$ cat config.mk
export PLATFORM = sky130hd
export DESIGN_NAME = wb_write_arbiter
export DESIGN_NICKNAME = d
export VERILOG_FILES = /design/src/rtl/wb_write_arbiter.sv
export SDC_FILE = /design/constraint.sdc
export NUM_CORES = 1
export LEC_CHECK = 0
export CORE_MARGIN = 8
export CORE_UTILIZATION = 50
export CTS_BUF_LIST = sky130_fd_sc_hd__clkbuf_8
export CTS_CLUSTER_SIZE = 16
export DETAILED_ROUTE_END_ITERATION = 10
export PLACE_DENSITY = 0.86
export SLEW_MARGIN = 20
export SYNTH_ARGS = -nofsm -noshare
export SYNTH_HDL_FRONTEND = slang
export SYNTH_SLANG_ARGS = --single-unit
$ cat constraint.sdc
create_clock -name clk -period 2.2 [get_ports clk]
set_input_delay 0.33 -clock clk [delete_from_list [all_inputs] [get_ports clk]]
set_output_delay 0.33 -clock clk [all_outputs]
set_load 0.1 [all_outputs]
$ cat src/rtl/wb_write_arbiter.sv
// Register-file write-port arbiter.
// Merges in-order pipeline writeback (RegWriteP/RdP/ResultP) with out-of-order
// late results (late_valid/late_ready/late_rd/late_data) that are queued in a
// DEPTH-entry FIFO. A per-register pending scoreboard is set by issue_valid/
// issue_rd and cleared when the late result is written. Decode reads it through
// A1/A2 -> hazard1/hazard2.
// Outputs:
//   RegWriteW/RdW/ResultW - registered write port.
//   stall_req             - freezes the pipeline WB register when the FIFO must drain.
//   fifo_count            - current queue occupancy.
module wb_write_arbiter #(
  parameter int unsigned DEPTH      = 4,
  parameter int unsigned STARVE_MAX = 8
) (
  input  logic                   clk,
  input  logic                   rst,
  input  logic                   RegWriteP,
  input  logic [4:0]             RdP,
  input  logic [31:0]            ResultP,
  input  logic                   late_valid,
  output logic                   late_ready,
  input  logic [4:0]             late_rd,
  input  logic [31:0]            late_data,
  input  logic                   issue_valid,
  input  logic [4:0]             issue_rd,
  input  logic [4:0]             A1,
  input  logic [4:0]             A2,
  output logic                   hazard1,
  output logic                   hazard2,
  output logic                   stall_req,
  output logic                   RegWriteW,
  output logic [4:0]             RdW,
  output logic [31:0]            ResultW,
  output logic [$clog2(DEPTH):0] fifo_count
);

  localparam int unsigned AW = $clog2(DEPTH);
  localparam int unsigned CW = AW + 1;
  localparam int unsigned SW = $clog2(STARVE_MAX + 1);

  typedef struct packed {
    logic [4:0]  rd;
    logic [31:0] data;
  } late_entry_t;

  late_entry_t   mem [DEPTH];
  late_entry_t   head;
  logic [AW-1:0] wr_ptr;
  logic [AW-1:0] rd_ptr;
  logic [CW-1:0] count;
  logic [SW-1:0] starve_cnt;
  logic [31:0]   pending;
  logic [31:0]   pending_nxt;
  logic          empty;
  logic          full;
  logic          pipe_win;
  logic          push;
  logic          pop;

  // Arbitration decisions, all from registered state plus current inputs
  assign head       = mem[rd_ptr];
  assign empty      = (count == '0);
  assign full       = (count == CW'(DEPTH));
  assign late_ready = !rst && !full;
  assign stall_req  = full || (starve_cnt == SW'(STARVE_MAX));
  assign pipe_win   = !stall_req && RegWriteP && (RdP != 5'd0);
  assign pop        = !pipe_win && !empty;
  // Results for x0 are accepted but never stored
  assign push       = late_valid && late_ready && (late_rd != 5'd0);

  assign fifo_count = count;
  assign hazard1    = pending[A1];
  assign hazard2    = pending[A2];

  // Scoreboard update: clear on pop first so a same-cycle issue wins
  always_comb begin
    pending_nxt = pending;
    if (pop) pending_nxt[head.rd] = 1'b0;
    if (issue_valid && (issue_rd != 5'd0)) pending_nxt[issue_rd] = 1'b1;
    pending_nxt[0] = 1'b0;
  end

  // FIFO storage (no reset needed; validity tracked by pointers/count)
  always_ff @(posedge clk) begin
    if (push) mem[wr_ptr] <= late_entry_t'{rd: late_rd, data: late_data};
  end

  // FIFO pointers and occupancy
  always_ff @(posedge clk or posedge rst) begin
    if (rst) begin
      wr_ptr <= '0;
      rd_ptr <= '0;
      count  <= '0;
    end else begin
      if (push) wr_ptr <= wr_ptr + AW'(1);
      if (pop)  rd_ptr <= rd_ptr + AW'(1);
      count <= count + CW'(push) - CW'(pop);
    end
  end

  // Starvation counter: counts pipeline wins over a waiting FIFO
  always_ff @(posedge clk or posedge rst) begin
    if (rst) begin
      starve_cnt <= '0;
    end else if (empty || pop) begin
      starve_cnt <= '0;
    end else if (starve_cnt != SW'(STARVE_MAX)) begin
      starve_cnt <= starve_cnt + SW'(1);
    end
  end

  // Pending scoreboard register
  always_ff @(posedge clk or posedge rst) begin
    if (rst) pending <= '0;
    else     pending <= pending_nxt;
  end

  // Registered write port; address/data hold when idle
  always_ff @(posedge clk or posedge rst) begin
    if (rst) begin
      RegWriteW <= 1'b0;
      RdW       <= 5'd0;
      ResultW   <= 32'd0;
    end else if (pipe_win) begin
      RegWriteW <= 1'b1;
      RdW       <= RdP;
      ResultW   <= ResultP;
    end else if (pop) begin
      RegWriteW <= 1'b1;
      RdW       <= head.rd;
      ResultW   <= head.data;
    end else begin
      RegWriteW <= 1'b0;
    end
  end

endmodule

# Word-level counts from Yosys, hierarchy flattened
# Memories as Yosys holds them, arrays and structs flattened.
# Index checks and enable logic that the tools add are counted.
[word_totals]
input_bits = 94
register_bits = 80
ram_bits = 148
mem_count = 1
output_inout_bits = 45
[memory_table]
columns = ["name", "words", "width", "rd", "rd_ports_with_merged_regs", "wr", "line_no", "source"]
rows = [
  ["mem", 4, 37, 1, 0, 1, "46", "late_entry_t mem [DEPTH];"],
]
[classes]
add_sub_neg = 5
eq_ne = 3
bitwise = 3
mux = 20
magnitude_cmp = 6
n_reduce_logical = 22
[op_table]
columns = ["operator", "count"]
rows = [
  ["32-bit 2-to-1 mux", 4],
  ["32-bit AND", 1],
  ["32-bit NOT", 1],
  ["32-bit OR", 1],
  ["5-bit by 6-bit less-than comparator with 1-bit output, second input constant", 4],
  ["5-bit nonzero test", 3],
  ["1-bit binary-select mux with 5-bit select", 2],
  ["1-bit demux with 5-bit select", 2],
  ["5-bit by 1-bit greater-or-equal comparator with 1-bit output, second input constant", 2],
  ["5-bit 2-to-1 mux", 2],
  ["1-bit logical AND", 9],
  ["1-bit 2-to-1 mux", 8],
  ["4-bit 2-to-1 mux", 2],
  ["1-bit logical NOT", 5],
  ["2-bit by 1-bit adder with 2-bit output, second input constant", 2],
  ["4-bit by 1-bit adder with 4-bit output, second input constant", 1],
  ["4-bit equality test, second input constant", 1],
  ["4-bit inequality test, second input constant", 1],
  ["2-bit nonzero test", 2],
  ["3-bit by 1-bit adder with 3-bit output", 1],
  ["3-bit equality test, second input constant", 1],
  ["3-bit logical NOT", 1],
  ["3-bit by 1-bit subtractor with 3-bit output", 1],
  ["1-bit logical OR", 2],
]

# Logic depth before layout (Yosys ltp)
# Gate-level depths: netlist of the first run.
[depth]
word_depth = 10
mapped_depth = 10

# Least setup slack after synthesis of the first run
# Ideal clock, no wire load.
[synth_path]
path_type = "reg2reg"
startpoint = "register count[1] (netlist: fifo_count[1])"
endpoint = "memory mem[0][0] (netlist name), enable pin"
t_arrival_ps = 4154
setup_ps = 398
slack_ps = -2352
path_stages_with_launch = 5
path_cell_list = "dfrtp_1 -> nor2_1 -> a21oi_1 -> o311a_1 -> and2_1"
[synth_between]
elab_chain_cells = 7
[synth_lines]
columns = ["item", "line_no", "source"]
rows = [
  ["from (decl)", "50", "logic [CW-1:0] count;"],
  ["from (signal assigned)", "97", "count <= count + CW'(push) - CW'(pop);"],
  ["3-bit equality test", "63", "assign full = (count == CW'(DEPTH));"],
  ["1-bit logical NOT", "64", "assign late_ready = !rst && !full;"],
  ["1-bit logical AND", "64", ""],
  ["via late_ready", "21", "output logic late_ready,"],
  ["1-bit logical AND (2 in series)", "69", "assign push = late_valid && late_ready && (late_rd != 5'd0);"],
  ["1-bit 2-to-1 mux", "85", "if (push) mem[wr_ptr] <= late_entry_t'{rd: late_rd, data: late_data};"],
  ["1-bit 2-to-1 mux (not written as such)", "85", ""],
  ["to (decl)", "46", ""],
]
# The timed path passes the listed nets, and every way through them passes these cells.

# Worst setup path after layout of the first run
[layout_path]
startpoint = "register pending[15]"
endpoint = "output port hazard1"
[layout_between]
elab_chain_cells = 2
[layout_lines]
columns = ["item", "line_no", "source"]
rows = [
  ["from (decl)", "52", "logic [31:0] pending;"],
  ["from (signal assigned)", "115", "else pending <= pending_nxt;"],
  ["1-bit binary-select mux with 5-bit select", "72", "assign hazard1 = pending[A1];"],
  ["1-bit 2-to-1 mux (not written as such)", "72", ""],
  ["to (decl)", "28", "output logic hazard1,"],
]
# No other way between the ends. The select of a mux whose other input is x is not followed.

==> results.yml, run 1 <==
outcome:
  status: "finished with violations"
  violations: "negative setup slack"
route:
  dr.pass1.iters: 4
  via_per_inst: 5.690
  drtAntennaViolNets: 0
  drc: 0
  dr_total_vias: 6674
  wl_per_cell_um: 21.35
  drt_iter0_drc: 427
  wl_um: 25050
timing:
  setup_viol: 2
  fin_crit_sh_pct: 109.1
  slew_violations: 0
  timing.fmax_ghz: 0.4167
  post-route-min-period_ps: 2400
  setup_ws_ps: -199.6
  fin_skew_ps: 11.84
  fin_setup_tns_ps: -395.4
  slew_headroom_pct: 69.19
  grt_setup_unrepaired: "true"
  tightest_slew_ps: 462.2
  hold_viol: 0
yosys:
  synthTopCellsByArea: "edfxtp_1, dfrtp_1, mux4_2"
  synth_top_area_share_pct: 44.04
  syn_nets: 779
  ys_seq_elements: 228
  mappedNetlistArea_um2: 10090
  synthCells: 676
  synth_flop_cell: "edfxtp_1"
  synth_edf_count: 148
  seq_area_frac_synth_pct: 63.87
  yosysWarnings: 0
  synth.distinct_cells: 44
  yosysTopAreaCell: "edfxtp_1"
  async_flop_share_pct: 35.09
  syn_area_per_cell_um2: 14.93
die:
  io_pins: 139
  initial_utilization_pct: 50.36
  fp-row-count: 52
  dieHeight_um: 158.1
  die_area_um2: 24990
  core-area_um2: 20040
  die_width_um: 158.1
final_layout:
  layout.nets: 977
  final_cell_mix: "edfxtp_1, clkdlybuf4s50_1, nor2_1"
  drive_above_1_share_pct: 30.71
  multi_input_area_um2: 3553
  ff_latch_area_um2: 6452
  fill_cells: 1456
  final_common_cell: "edfxtp_1"
  fin_util_pct: 64.95
  area_growth_pct: 28.97
worst_setup_path:
  crit_type: "flip-flop to primary output"
  r2r_setup_slack_ps: 160
  path_cells: "mux4_2, and4b_1, a31oi_2, nand3_4, buf_12"
  cp.required_ps: 1870
  cp_num_buf_inv: 1
  max_stage_delay_ps: 460
  crit_family: "multiplexers"
  worst_setup_path_start_kind: "flip-flop"
  cp-end-kind: "primary output"
  cp_slowest_cell: "mux4_2"
  path_max_fanout: 3
  worst_ep_arrival_time_ps: 2070
clocking:
  cts_tree: "built"
  cts.root.buffer_cell: "clkbuf_8"
  hold_buffers: 0
  cts_max_level: 2
  insertion_delay_ps: 520
  clock_path_buffers: 3
  cts_buffers: 37
  cts_sinks: 228
  clk_pin_slew_ps: 60
global_routing:
  first_global_vias: 7249
  grt_pass1_wl_um: 39240
  antenna_found_initial: 1
  grt.total_usage_pct: 20.63
  grt_max_degree: 81
  grt_overflow: 0
placement:
  dp_hpwl_um: 16550
  gp_congestion: 0.8281
  portBuffers: 138
pwr:
  power.leakage_nw: 5.055
  ir_worst_vdd_mv: 1.275
  power_density_nw_per_um2: 1444
flow_run:
  drv_cap: 0
min_path:
  hp-class: "input port to flip-flop"
[layer usage]
| layer | global-route usage (%) | wire [um] | part of all wire [%] |
|---|---|---|---|
| met4 | 8.442 | 698 | 2.8 |
| met5 | 0 | 0 | 0 |
| met3 | 4.750 | 1825 | 7.3 |
| met2 | 36.05 | 13050 | 52 |
| met1 | 24.19 | 9477 | 38 |
[repair_timing]
item / 4_1_cts / 5_1_grt
pin swaps: 2 / 2
resized for setup: 9 / 4
setup endpoints to repair: 4 / 4
gates cloned: 2 / 0
buffers inserted: 4 / 0
[sequential cells by signal, indices dropped and copies added (netlist names)]
register,flops
mem,148
ResultW,32
pending,31
RdW,5
starve_cnt,4
fifo_count,3
rd_ptr,2
wr_ptr,2
RegWriteW,1
[kinds of logic after synthesis]
logic type               synth area share [%]
AO/OA/AOI/OAI                           6.434
XOR/XNOR                               0.6075
adder cells (fa/ha/maj)                 1.190
buffers and inverters                   2.256
flip-flops                              63.87
multiplexers                            16.08
AND/OR/NAND/NOR                         9.559
[through the flow]
| stage | setup WS, ps | instance area (um^2) | std cells | power, mW | hold WS, ps |
|---|---|---|---|---|---|
| final | -199.6 | 13020 | 1173 | 18.80 | 374.2 |
| after global routing | -262.2 | 13020 | 1173 | 19.68 | 373.7 |
| after CTS | -207.5 | 13000 | 1172 | 18.88 | 347.6 |
| after detailed placement | -574.2 | 12190 | 1099 | 15.22 | 513.0 |
| after global placement | -500.9 | 12190 | 1099 | 14.96 | 486.7 |
| after floorplan | -631.3 | 10190 | 676 | 12.79 | 428.9 |
[worst paths after layout]
kind | start | end | cells past startpoint
worst max-delay path | pending[15]$_DFF_PP0_ | hazard1 | 5
worst min-delay path | ResultP[1] | ResultW[1]$_DFFE_PP0P_ | 3
worst max register to register | starve_cnt[0]$_DFFE_PP0P_ | fifo_count[1]$_DFF_PP0_ | 9
worst min register to register | ResultW[31]$_DFFE_PP0P_ | ResultW[31]$_DFFE_PP0P_ | 2
max in group asynchronous | rst | ResultW[22]$_DFFE_PP0P_ | 4
min in group asynchronous | rst | wr_ptr[1]$_DFFE_PP0P_ | 4
[synthesized netlist by cell type (all sizes together), types with 8 or more instances]
library cell,count
a21oi,26
a31oi,18
buf,22
clkbuf,13
dfrtp,80
edfxtp,148
ha,8
inv,10
mux2,9
mux2i,44
mux4,48
nand2,11
nand3,39
nor2,85
nor3,18
o21ai,35
[report_power, final]
group / total [mW] / internal (mW) / switching [mW] / leakage [nW]
Combinational: 9.05 / 3.14 / 5.91 / 2.34
Sequential: 6.32 / 5.62 / 0.704 / 2.30
Clock: 3.43 / 1.79 / 1.64 / 0.412
Total: 18.8 / 10.5 / 8.26 / 5.05
[worst register-to-register path, cell delays in order, from the launching register on]
cell and delay (ps):
dfrtp_1 400, inv_1 70, ha_2 170, nand2_2 60, a2bb2oi_4 160, a21oi_2 210, ha_4 230, inv_2 60
ha_4 130, fa_2 420
[area by class of cell]
type                            count  share of cell area [%]
Inverter                           10                  0.3461
Antenna cell                        1                 0.01923
Clock buffer                       43                   4.547
Clock inverter                     24                  0.7979
Multi-Input combinational cell    403                   27.30
Sequential cell                   228                   49.57
Timing Repair Buffer              194                   14.82
Tap cell                          270                   2.595
No activity file was read; power rests on OpenSTA's default activity.
==> run 2, diff against run 1 <==
--- a/config.mk
+++ b/config.mk
@@ -10,6 +10,7 @@
 export CTS_BUF_LIST = sky130_fd_sc_hd__clkbuf_8
 export CTS_CLUSTER_SIZE = 16
 export DETAILED_ROUTE_END_ITERATION = 10
+export MAX_ROUTING_LAYER = met4
 export PLACE_DENSITY = 0.86
 export SLEW_MARGIN = 20
 export SYNTH_ARGS = -nofsm -noshare
==> run 2 against run 1 <==
  * The run still ends with negative setup slack left
  * Clock skew shrank 0.60 ps
  * Global-route usage grew 0.65 points
  * Maximum frequency is essentially flat
  * Largest power group unchanged
  * Highest routed layer unchanged
==> results.yml, run 2 (same netlist as run 1, synthesis figures left out) <==
outcome:
  status: "finished with violations"
  violations: "negative setup slack"
timing:
  timing.fmax_ghz: 0.4166
  slew_headroom_pct: 62.35
  setup_viol: 2
  fin_crit_sh_pct: 109.1
  setup_ws_ps: -200.3
  grt_setup_unrepaired: "true"
  hold_viol: 0
  hold_ws_ps: 374.1
  post-route-min-period_ps: 2400
  slew_violations: 0
  tightest_slew_ps: 564.8
  fin_skew_ps: 11.24
  fin_setup_tns_ps: -395.7
worst_setup_path:
  path_cells: "mux4_2, and4b_1, a31oi_2, nand3_4, buf_12"
  worst_setup_path_start_kind: "flip-flop"
  cp_slowest_cell: "mux4_2"
  cp_num_buf_inv: 1
  max_stage_delay_ps: 460
  worst_ep_arrival_time_ps: 2070
  crit_family: "multiplexers"
  cp-end-kind: "primary output"
  crit_type: "flip-flop to primary output"
  path_max_fanout: 3
  cp.required_ps: 1870
placement:
  place_area_um2: 12190
  gp_congestion: 0.8407
  dp_slack_ps: -574.2
  placedCellCount: 1099
  portBuffers: 138
  dp_hpwl_um: 16550
route:
  wl_per_cell_um: 21.36
  met1_length_um: 9583
  drtAntennaViolNets: 0
  top_layer: "met4"
  wl_met3_um: 1817
  drt_iter0_drc: 482
  dr.pass1.iters: 4
  drc: 0
  dr_total_vias: 6705
  wl_met2_um: 13010
  wl_um: 25050
  via_per_inst: 5.716
die:
  core-area_um2: 20040
  die_width_um: 158.1
  initial_utilization_pct: 50.36
  io_pins: 139
  dieHeight_um: 158.1
  die_area_um2: 24990
  fp-row-count: 52
flow_run:
  drv_cap: 0
global_routing:
  antenna_found_initial: 1
  grt_pass1_wl_um: 39250
  first_global_vias: 7260
  grt_overflow: 0
  grt.total_usage_pct: 21.28
  grt_max_degree: 81
final_layout:
  final_common_cell: "edfxtp_1"
  final_area_um2: 13010
  area_growth_pct: 28.94
  final_cell_mix: "edfxtp_1, clkdlybuf4s50_1, nor2_1"
  largest_registers: "mem x148, ResultW x32, pending x31"
  fin_util_pct: 64.94
  fin_cells: 1173
  largest_reg_flops: 148
  top_register: "mem"
  layout.nets: 977
  drive_above_1_share_pct: 30.71
clocking:
  cts_tree: "built"
  cts_buffers: 37
  cts.root.buffer_cell: "clkbuf_8"
  insertion_delay_ps: 520
  cts_sinks: 228
  hold_buffers: 0
  cts_max_level: 2
  clock_path_buffers: 3
  clk_pin_slew_ps: 60
min_path:
  hp-class: "input port to flip-flop"
pwr:
  power_mw: 18.80
  ir_worst_vdd_mv: 1.280
  power.leakage_nw: 5.054
  power_density_nw_per_um2: 1445
[run 2: cell types whose count changed in the layout (fill, tap and decap cells not counted)]
cell,before,now
buf_4,82,83
buf_6,2,1
[run 2: final timing paths]
| kind | slack [ps] | depth (start not counted) | startpoint | endpoint |
|---|---|---|---|---|
| setup / recovery | -200 | 5 | pending[15]$_DFF_PP0_ | hazard1 |
| setup reg to reg | 170 | 10 | starve_cnt[0]$_DFFE_PP0P_ | fifo_count[2]$_DFF_PP0_ |
| max in group asynchronous | 1380 | 4 | rst | fifo_count[1]$_DFF_PP0_ |
| min in group asynchronous | 450 | 4 | rst | fifo_count[0]$_DFF_PP0_ |
| hold reg to reg | 550 | 2 | ResultW[9]$_DFFE_PP0P_ | ResultW[9]$_DFFE_PP0P_ |
| hold / removal | 370 | 3 | ResultP[1] | ResultW[1]$_DFFE_PP0P_ |
[run 2: area by class of cell]
cell class,instances,area (um^2)
fillers,1458,7027
flip-flops and latches,228,6452
multi-input cells,403,3553
repair buffers,194,1926
clock buffers,43,591.8
well taps,270,337.8
clock inverters,24,103.9
inverters,10,45.04
diodes,1,2.502
[run 2: what timing repair did]
item / 4_1_cts / 5_1_grt
endpoints found under the hold margin: 0 / 0
endpoints found under the setup margin: 4 / 3
gates resized for setup: 9 / 3
buffers inserted: 4 / 0
pin swaps: 2 / 2
gates cloned: 2 / 0
[run 2: metal layers]
layer  track usage [%]  up-vias
met3             4.996       50
li1                  -     3020
met5                 -        -
met2             36.21      249
met1             24.28     3386
met4             7.903        0
[run 2: where the power goes]
group | internal, mW | leakage [nW] | switching, mW
registers | 5.62 | 2.30 | 0.699
logic | 3.13 | 2.34 | 5.92
clock network | 1.79 | 0.412 | 1.65
[run 2: worst reg2reg max path, cell delays in order (launching register included)]
cell       delay, ps
dfrtp_1          370
inv_1             60
ha_2             180
nand2_2           70
a2bb2oi_4        200
a21oi_2          100
ha_4             280
inv_2             40
ha_4             150
fa_2             340
xnor2_1          130
==> run 3, diff against run 2 <==
--- a/config.mk
+++ b/config.mk
@@ -5,13 +5,14 @@
 export SDC_FILE = /design/constraint.sdc
 export NUM_CORES = 1
 export LEC_CHECK = 0
+export ABC_AREA = 1
 export CORE_MARGIN = 8
 export CORE_UTILIZATION = 50
 export CTS_BUF_LIST = sky130_fd_sc_hd__clkbuf_8
 export CTS_CLUSTER_SIZE = 16
 export DETAILED_ROUTE_END_ITERATION = 10
 export MAX_ROUTING_LAYER = met4
-export PLACE_DENSITY = 0.86
+export PLACE_DENSITY = 0.83
 export SLEW_MARGIN = 20
 export SYNTH_ARGS = -nofsm -noshare
 export SYNTH_HDL_FRONTEND = slang
==> constraint.sdc (replaced) <==
create_clock -name clk -period 2.55 [get_ports clk]
set_input_delay 0.3825 -clock clk [delete_from_list [all_inputs] [get_ports clk]]
set_output_delay 0.3825 -clock clk [all_outputs]
set_load 0.1 [all_outputs]
==> run 3 against run 2 <==
  * The run now ends clean
  * Routed wire length grew 0.24%
  * Via count up 18%
  * Final cell count grew 26%
  * Highest routed layer unchanged
  * Non-clock buffer count shrank 28
  * Sequential share of layout area rose by 1.8 points
  * Critical path type is now input port to primary output
  * First-iteration DRC count is 48% higher
  * Area after synthesis shrank 0.60%
  * Global-route usage barely moved
==> results.yml, run 3 <==
worst_setup_path:
  reg2reg_to: "fifo_count[1]$_DFF_PP0_"
  endpoint: "hazard1"
  worst_setup_path_start_kind: "input port"
  path_max_fanout: 15
  r2r_start: "fifo_count[1]$_DFF_PP0_"
  cp-end-kind: "primary output"
  cp.required_ps: 2170
  crit_type: "input port to primary output"
  cp-startpoint: "A1[0]"
  reg2regPathDepth: 9
  r2r_setup_slack_ps: 380
  worst_ep_arrival_time_ps: 1990
timing:
  setup_viol: 0
  grt_setup_unrepaired: "false"
  slew_headroom_pct: 58.46
  post-route-min-period_ps: 2368
  fin_skew_ps: 17.84
  fin_crit_sh_pct: 92.86
  timing.fmax_ghz: 0.4223
  setup_ws_ps: 182.0
  tightest_slew_ps: 623.1
  hold_viol: 0
  slew_violations: 0
yosys:
  async_flop_share_pct: 35.09
  synth_flop_cell: "edfxtp_1"
  yosysTopAreaCell: "edfxtp_1"
  synth_top_family_by_area: "simple AND/OR/NAND/NOR gates"
  synth_top_area_share_pct: 44.30
  synthTopCellsByArea: "edfxtp_1, dfrtp_1, nand2_1"
  synthCells: 1022
  seq_area_frac_synth_pct: 64.26
  synth_compound_area_share_pct: 5.625
  yosysMostFrequentCell: "nand2_1"
  synth.distinct_cells: 27
  synth_xor_area_share_pct: 0.5238
  synthAdderAreaFrac_pct: 1.197
  syn_nets: 1125
  mappedNetlistArea_um2: 10030
  yosysWarnings: 0
  syn_area_per_cell_um2: 9.816
  synth_edf_count: 148
  ys_seq_elements: 228
  muxShareOfSynthArea_pct: 0
  synth.top_cells.by_count: "nand2_1, edfxtp_1, nand3_1"
  yosys.area_share.simple_pct: 23.90
route:
  via_per_inst: 5.338
  drtAntennaViolNets: 0
  wl_per_cell_um: 16.95
  dr.pass1.iters: 5
  drc: 0
  dr_total_vias: 7905
  drt_iter0_drc: 715
  wl_um: 25110
placement:
  placedCellCount: 1412
  place_area_um2: 11860
  dp_slack_ps: 20.12
  gp_congestion: 0.9431
  dp_hpwl_um: 16530
  portBuffers: 138
final_layout:
  area_growth_pct: 25.24
  final_common_cell: "nand2_1"
  top_register: "mem"
  fin_cells: 1481
  largest_reg_flops: 148
  final_cell_mix: "nand2_1, edfxtp_1, nand3_1"
  final_area_um2: 12560
  drive_above_1_share_pct: 13.81
  fill_cells: 1554
  layout.nets: 1284
  largest_registers: "mem x148, ResultW x32, pending x31"
clocking:
  clock_path_buffers: 3
  postCtsSetupRepairBufs: 0
  clk_pin_slew_ps: 60
  cts_buffers: 37
  cts_tree: "built"
  cts_resized: 0
  cts.root.buffer_cell: "clkbuf_8"
  cts_max_level: 2
  hold_buffers: 0
  cts_sinks: 228
  insertion_delay_ps: 530
global_routing:
  grt_overflow: 0
  grt_max_degree: 81
  grt_pass1_wl_um: 40240
  grt.total_usage_pct: 21.24
  first_global_vias: 8022
  antenna_found_initial: 2
pwr:
  power_frac_comb_pct: 46.3
  switchingPower_mw: 7.378
  power.leakage_nw: 5.178
  p_sw_share_pct: 47.41
  power_mw: 15.56
  internal_power_mw: 8.185
  power_density_nw_per_um2: 1239
  ir_worst_vdd_mv: 1.141
  pwr-share-clk_pct: 19.0
  seqPwrFrac_pct: 34.6
outcome:
  status: "complete, no violations"
die:
  die_width_um: 157.7
  dieHeight_um: 157.7
  core-area_um2: 19970
  fp-row-count: 52
  io_pins: 139
  initial_utilization_pct: 50.23
  die_area_um2: 24850
min_path:
  hp-class: "input port to async pin"
flow_run:
  drv_cap: 0
==> run 3: cell count changes after synthesis, sizes merged, moves of 23 or more <==
| cell | previous run | this run |
|---|---|---|
| nand3 | 39 | 129 |
| mux4 | 48 | 0 |
| o21ai | 35 | 58 |
| nand2 | 11 | 358 |
| inv | 10 | 55 |
| mux2i | 44 | 0 |
| o22ai | 0 | 24 |
==> run 3: layout make-up <==
type	instances	area (um^2)	area share [%]
Inverter	55	212.7	1.693
Antenna cell	2	5.005	0.03983
Multi-Input combinational cell	693	3224	25.66
Clock buffer	43	591.8	4.710
Clock inverter	24	112.6	0.8962
Timing Repair Buffer	166	1629	12.97
Tap cell	270	337.8	2.689
Sequential cell	228	6451	51.34
==> run 3: power by group through the flow <==
stage / sequential [mW] / clock (mW) / combinational (mW)
5_1_grt: 5.48 / 3.18 / 7.74
4_1_cts: 5.38 / 3.01 / 7.23
2_1_floorplan: 7.64 / 0 / 3.06
3_5_place_dp: 5.43 / 0 / 7.21
6_report: 5.39 / 2.96 / 7.21
3_3_place_gp: 5.41 / 0 / 7.06
==> run 3: metal layers <==
metal,GRT usage (%),wire length (um)
met2,35.70,12440
met3,4.586,2082
met1,24.14,9765
met4,9.519,818
met5,-,0
==> run 3: logic make-up (layout without fill, tap and decap cells) <==
kind of cell / Yosys count / in the layout
flip-flops: 228 / 228
XOR/XNOR: 6 / 6
other: 0 / 2
AO/OA/AOI/OAI: 104 / 104
AND/OR/NAND/NOR: 574 / 574
adder cells (fa/ha/maj): 9 / 9
buffers and inverters: 101 / 288
==> run 3: critical path, stage by stage <==
cell and delay [ps]:
clkdlybuf4s50_1 420, inv_1 370, nand2_1 100, nand3_1 90, nand3_1 100, nand2_1 90, nand2_1 50, nand2_1 50
nand2_1 40, nand2_1 100, buf_12 180
==> run 3: how the worst min path moves through the flow <==
stage                         startpoint                       to  slack (ps)  depth (start not counted)
floorplan           pending[4]$_DFF_PP0_     pending[4]$_DFF_PP0_         440                          2
global placement    pending[6]$_DFF_PP0_     pending[6]$_DFF_PP0_         460                          2
detailed placement  pending[5]$_DFF_PP0_     pending[5]$_DFF_PP0_         460                          2
CTS                                  rst    pending[17]$_DFF_PP0_         360                          3
global route                         rst    pending[17]$_DFF_PP0_         390                          3
finish                               rst  fifo_count[2]$_DFF_PP0_         340                          3
==> run 3: per-stage QoR <==
step	TNS [ps]	utilization, %	hold WS (ps)
2_1_floorplan	-41590	-	441.7
3_3_place_gp	0	59.35	456.8
3_5_place_dp	0	59.35	458.9
4_1_cts	0	62.88	362.1
5_1_grt	0	62.90	385.8
6_report	0	62.90	338.0
